<file path="config.mk">
export PLATFORM = sky130hd
export DESIGN_NAME = arm_imm_encoder
export DESIGN_NICKNAME = d
export VERILOG_FILES = /design/src/rtl/arm_imm_encoder.sv
export SDC_FILE = /design/constraint.sdc
export NUM_CORES = 1
export LEC_CHECK = 0
export BUFFER_PORTS_ARGS = -buffer_cell sky130_fd_sc_hd__buf_2
export CAP_MARGIN = 20
export CORE_AREA = 8 8 116 118
export DETAILED_ROUTE_END_ITERATION = 10
export DIE_AREA = 0 0 124 126
export SLEW_MARGIN = 10
export SYNTH_ARGS = -nofsm -noshare
export SYNTH_HDL_FRONTEND = slang
export SYNTH_SLANG_ARGS = --single-unit
</file>
<file path="constraint.sdc">
create_clock -name clk -period 9.3 [get_ports clk]
set_input_delay 0 -clock clk [delete_from_list [all_inputs] [get_ports clk]]
set_output_delay 0 -clock clk [all_outputs]
set_load 0.01 [all_outputs]
</file>
<file path="src/rtl/arm_imm_encoder.sv">
// arm_imm_encoder: iterative search for the ARM rotated-imm8 encoding of a 32-bit constant, falling back to the MVN (~value) form
module arm_imm_encoder #(
  parameter int CHECKS_PER_CYCLE = 1
) (
  input  logic        clk,
  input  logic        rst,
  input  logic        start,
  input  logic [31:0] value,
  output logic        busy,
  output logic        done,
  output logic        found,
  output logic        inverted,
  output logic [11:0] shift_operand
);
  localparam int GROUPS = 16 / CHECKS_PER_CYCLE;
  typedef enum logic {IDLE, SEARCH} state_t;
  state_t      state_q, state_d;
  logic [31:0] value_q, value_d;
  logic [3:0]  step_q, step_d;
  logic        phase_q, phase_d;
  logic        done_q, done_d;
  logic        found_q, found_d;
  logic        inverted_q, inverted_d;
  logic [11:0] so_q, so_d;
  logic [31:0] cand;
  logic [63:0] dbl;
  logic [3:0]  r;
  logic        hit;
  logic [3:0]  hit_r;
  logic [7:0]  hit_imm;
  // Walk the group from the top down so the lowest matching rotation is the one left standing.
  always_comb begin
    cand    = phase_q ? ~value_q : value_q;
    dbl     = '0;
    r       = '0;
    hit     = 1'b0;
    hit_r   = '0;
    hit_imm = '0;
    for (int k = CHECKS_PER_CYCLE - 1; k >= 0; k--) begin
      r   = 4'(int'(step_q) * CHECKS_PER_CYCLE + k);
      dbl = {cand, cand} << {r, 1'b0};
      if (dbl[63:40] == 24'd0) begin
        hit     = 1'b1;
        hit_r   = r;
        hit_imm = dbl[39:32];
      end
    end
  end
  always_comb begin
    state_d    = state_q;
    value_d    = value_q;
    step_d     = step_q;
    phase_d    = phase_q;
    done_d     = 1'b0;
    found_d    = found_q;
    inverted_d = inverted_q;
    so_d       = so_q;
    if (state_q == IDLE) begin
      if (start) begin
        value_d = value;
        step_d  = '0;
        phase_d = 1'b0;
        state_d = SEARCH;
      end
    end else if (hit) begin
      found_d    = 1'b1;
      inverted_d = phase_q;
      so_d       = {hit_r, hit_imm};
      done_d     = 1'b1;
      state_d    = IDLE;
    end else if (step_q == 4'(GROUPS - 1)) begin
      if (!phase_q) begin
        phase_d = 1'b1;
        step_d  = '0;
      end else begin
        found_d    = 1'b0;
        inverted_d = 1'b0;
        so_d       = '0;
        done_d     = 1'b1;
        state_d    = IDLE;
      end
    end else begin
      step_d = step_q + 4'd1;
    end
  end
  always_ff @(posedge clk or negedge rst) begin
    if (!rst) begin
      state_q    <= IDLE;
      value_q    <= '0;
      step_q     <= '0;
      phase_q    <= 1'b0;
      done_q     <= 1'b0;
      found_q    <= 1'b0;
      inverted_q <= 1'b0;
      so_q       <= '0;
    end else begin
      state_q    <= state_d;
      value_q    <= value_d;
      step_q     <= step_d;
      phase_q    <= phase_d;
      done_q     <= done_d;
      found_q    <= found_d;
      inverted_q <= inverted_d;
      so_q       <= so_d;
    end
  end
  assign busy          = (state_q == SEARCH);
  assign done          = done_q;
  assign found         = found_q;
  assign inverted      = inverted_q;
  assign shift_operand = so_q;
endmodule

</file>
==> impl_metrics.env <==
export IMPL_outcome="complete, no violations"
export IMPL_final_hold_violation_count=0
export IMPL_hpwl_um=8700
export IMPL_yosysTopAreaCell="dfrtp_1"
export IMPL_clock_sinks=53
export IMPL_crit_end="step_q[3]$_DFFE_PN0P_"
export IMPL_r2r_start="phase_q$_DFFE_PN0P_"
export IMPL_io_buffers=50
export IMPL_met3_usage=0.0317
export IMPL_antenna_cells=0
export IMPL_met1_usage=0.222
export IMPL_initial_utilization=0.389
export IMPL_power_leakage_nw=2.28
export IMPL_num_vias=3824
export IMPL_ys_types=57
export IMPL_ys_warn_count=0
export IMPL_hold_path_class="input port to flip-flop"
export IMPL_grt_overflow_total=0
export IMPL_crit_path_start_kind="flip-flop"
export IMPL_drive_gt1_frac=0.324
export IMPL_clkPwrFrac=0.091
export IMPL_cts_max_path_buffers=2
export IMPL_cts_clk_slew_worst_paths_ps=60
export IMPL_netlist_instances=432
export IMPL_synth_seq_area_share=0.291
export IMPL_wire_per_inst_um=19.1
export IMPL_slew_viol_final=0
export IMPL_postLayoutCoreUtil=0.453
export IMPL_switching_share=0.467
export IMPL_critPathRequiredTime_ps=9510
export IMPL_cap_viol_max_count=0
export IMPL_synth_ff_type="dfrtp_1"
export IMPL_firstDrtPassIters=5
export IMPL_async_flop_share=1.00
export IMPL_pwr_share_comb=0.666
export IMPL_rrSetupSlack_ps=4960
export IMPL_p_seq_frac=0.243
export IMPL_ir_drop_uv=178
export IMPL_use_met2=0.247
export IMPL_period_needed_ps=4340
export IMPL_cp_arrival_ps=4550
export IMPL_routabilityCongestion=0.913
export IMPL_startpoint="phase_q$_DFFE_PN0P_"
export IMPL_finalSetupTns_ps=0
export IMPL_worst_path_max_fanout=37
export IMPL_numCtsBuffers=5
export IMPL_synth_seq_cells=53
export IMPL_power_switching_mw=0.963
export IMPL_drt_initial_drc_count=263
export IMPL_rsz0062_at_grt="false"
export IMPL_synth_top_area_share=0.291
export IMPL_worst_setup_path_type="flip-flop to flip-flop"
export IMPL_drc=0
export IMPL_power_density_mw_per_mm2=389
export IMPL_cts_tree="yes"
export IMPL_die_h_um=126
export IMPL_p_int_mw=1.10
export IMPL_setup_viol_count_final=0
export IMPL_rr_worst_depth=9
export IMPL_post_cts_buffers=0
export IMPL_avgSynthCellArea_um2=10.5
export IMPL_end_kind="flip-flop"
export IMPL_h_tree_depth=2
export IMPL_area_growth_synth_to_final_pct=16.6
export IMPL_root_buffer="clkbuf_16"
export IMPL_first_global_vias=3730
export IMPL_synth_area_mm2=0.00455
export IMPL_grt_max_degree=57
export IMPL_top_usage_layer="met2"
export IMPL_layout_nets=530
export IMPL_fp_dieW_um=124
export IMPL_vias_per_cell=5.97
export IMPL_relSlewSlack=0.368
export IMPL_fin_crit_sh=0.466
export IMPL_grt_pass1_wl_um=20100
export IMPL_finalWirelength_um=12200
export IMPL_ant_nets=0
export IMPL_skew_ps=6.08
export IMPL_synth_nets=468
export IMPL_post_synth_top_count_cell="nand2_1"
export IMPL_antenna_found_initial=0
export IMPL_ioPinCount=51
export IMPL_num_rows=40
export IMPL_tightest_slew_ps=943
export IMPL_dieArea_mm2=0.0156
export IMPL_synth_edff_count=0
export IMPL_synthTopCellsByCount="nand2_1 (58), dfrtp_1 (53), mux2_2 (51)"
export IMPL_clkLatencyLatePin_ps=300
export IMPL_ys_top_cells_by_area="dfrtp_1 (29%), mux4_2 (16%), mux2_2 (13%), mux2i_1 (9.2%), nand2_1 (4.8%)"
export IMPL_r2r_end="step_q[3]$_DFFE_PN0P_"
export IMPL_fmax_ghz=0.231
export IMPL_grt_usage=0.161
export IMPL_core_mm2=0.0117
[cell usage in the layout, fill, tap and decap left out, types with 4 or more instances in the layout]
master         synthesis  layout
dlygate4sd3_1          0      33
buf_4                  6       6
nand3_1               18      18
o22ai_1                6       6
or2_2                  5       5
or3_1                  7       7
mux2i_1               42      42
inv_1                  5       5
nand2_1               58      58
nand4_1                5       5
mux4_2                32      32
clkbuf_16              0       5
dfrtp_1               53      52
buf_2                  5      50
a31oi_1                4       4
o21ai_0               13      13
or2_1                  4       4
a21oi_1                9       9
and2_1                 5       5
xnor2_1               15      15
nor3_1                11      11
nor2_1                14      14
mux2_2                51      51
[routing by layer]
layer | routed length [um] | share of wire
met5 | 0 | 0
met4 | 264 | 0.022
met3 | 752 | 0.061
met2 | 5670 | 0.46
met1 | 5560 | 0.45
[cell type report]
class | instances | area, um2
Inverter | 6 | 22.5
Clock buffer | 7 | 143
Tap cell | 147 | 184
Multi-Input combinational cell | 339 | 3010
Fill cell | 1122 | 6400
Sequential cell | 53 | 1330
Timing Repair Buffer | 89 | 626
[what timing repair did]
item,CTS,global route
resized for setup,0,0
endpoints found under the hold margin,85,0
hold buffers,33,0
[state kept, by name, indices dropped and copies added (netlist names)]
signal,flops
value_q,32
shift_operand,12
step_q,4
busy,1
done,1
found,1
inverted,1
phase_q,1
[critical path: stages (launching register included)]
cell and delay [ps]:
dfrtp_1 330, buf_4 350, clkinv_1 850, mux4_2 630, nand3_1 80, a2111oi_0 490, nor3_1 210, o31ai_1 440
nand4_2 520, o221ai_2 340
[kinds of logic after synthesis]
group	count (synthesis)	share of synthesized area
and+or+nand+nor	141	0.151
xor gates and xnor gates	15	0.0288
muxes	129	0.394
AOI/OAI and AO/OA	53	0.0832
DFF	53	0.291
buffers and inverters	40	0.0492
adders and majority gates	1	0.00275
[through the flow]
stage	cell area [um2]	setup WS [ps]	hold slack (ps)	std cells	power, mW
global placement	4840	5170	160	601	1.82
finish	5310	4960	112	641	2.06
CTS	5310	5040	109	641	2.06
floorplan	4550	6310	-296	432	1.56
global route	5310	4480	159	641	2.21
detailed placement	4840	5080	175	601	1.85
[worst min-delay path by stage]
| stage | cells after the start | endpoint | slack, ps | startpoint |
|---|---|---|---|---|
| after detailed placement | 2 | done$_DFF_PN0_ | 170 | rst |
| after global placement | 2 | done$_DFF_PN0_ | 160 | rst |
| final | 3 | busy$_DFF_PN0_ | 110 | start |
| after global routing | 3 | busy$_DFF_PN0_ | 160 | start |
| after CTS | 3 | busy$_DFF_PN0_ | 110 | start |
| after floorplan | 0 | busy$_DFF_PN0_ | -300 | rst |
[power groups by stage]
stage	combinational [mW]	clock [mW]	sequential, mW
after global placement	1.33	0	0.493
after floorplan	1.15	0	0.408
final	1.37	0.188	0.501
after CTS	1.36	0.195	0.496
after detailed placement	1.35	0	0.500
after global routing	1.49	0.202	0.518
(Power assumes the default switching activity.)
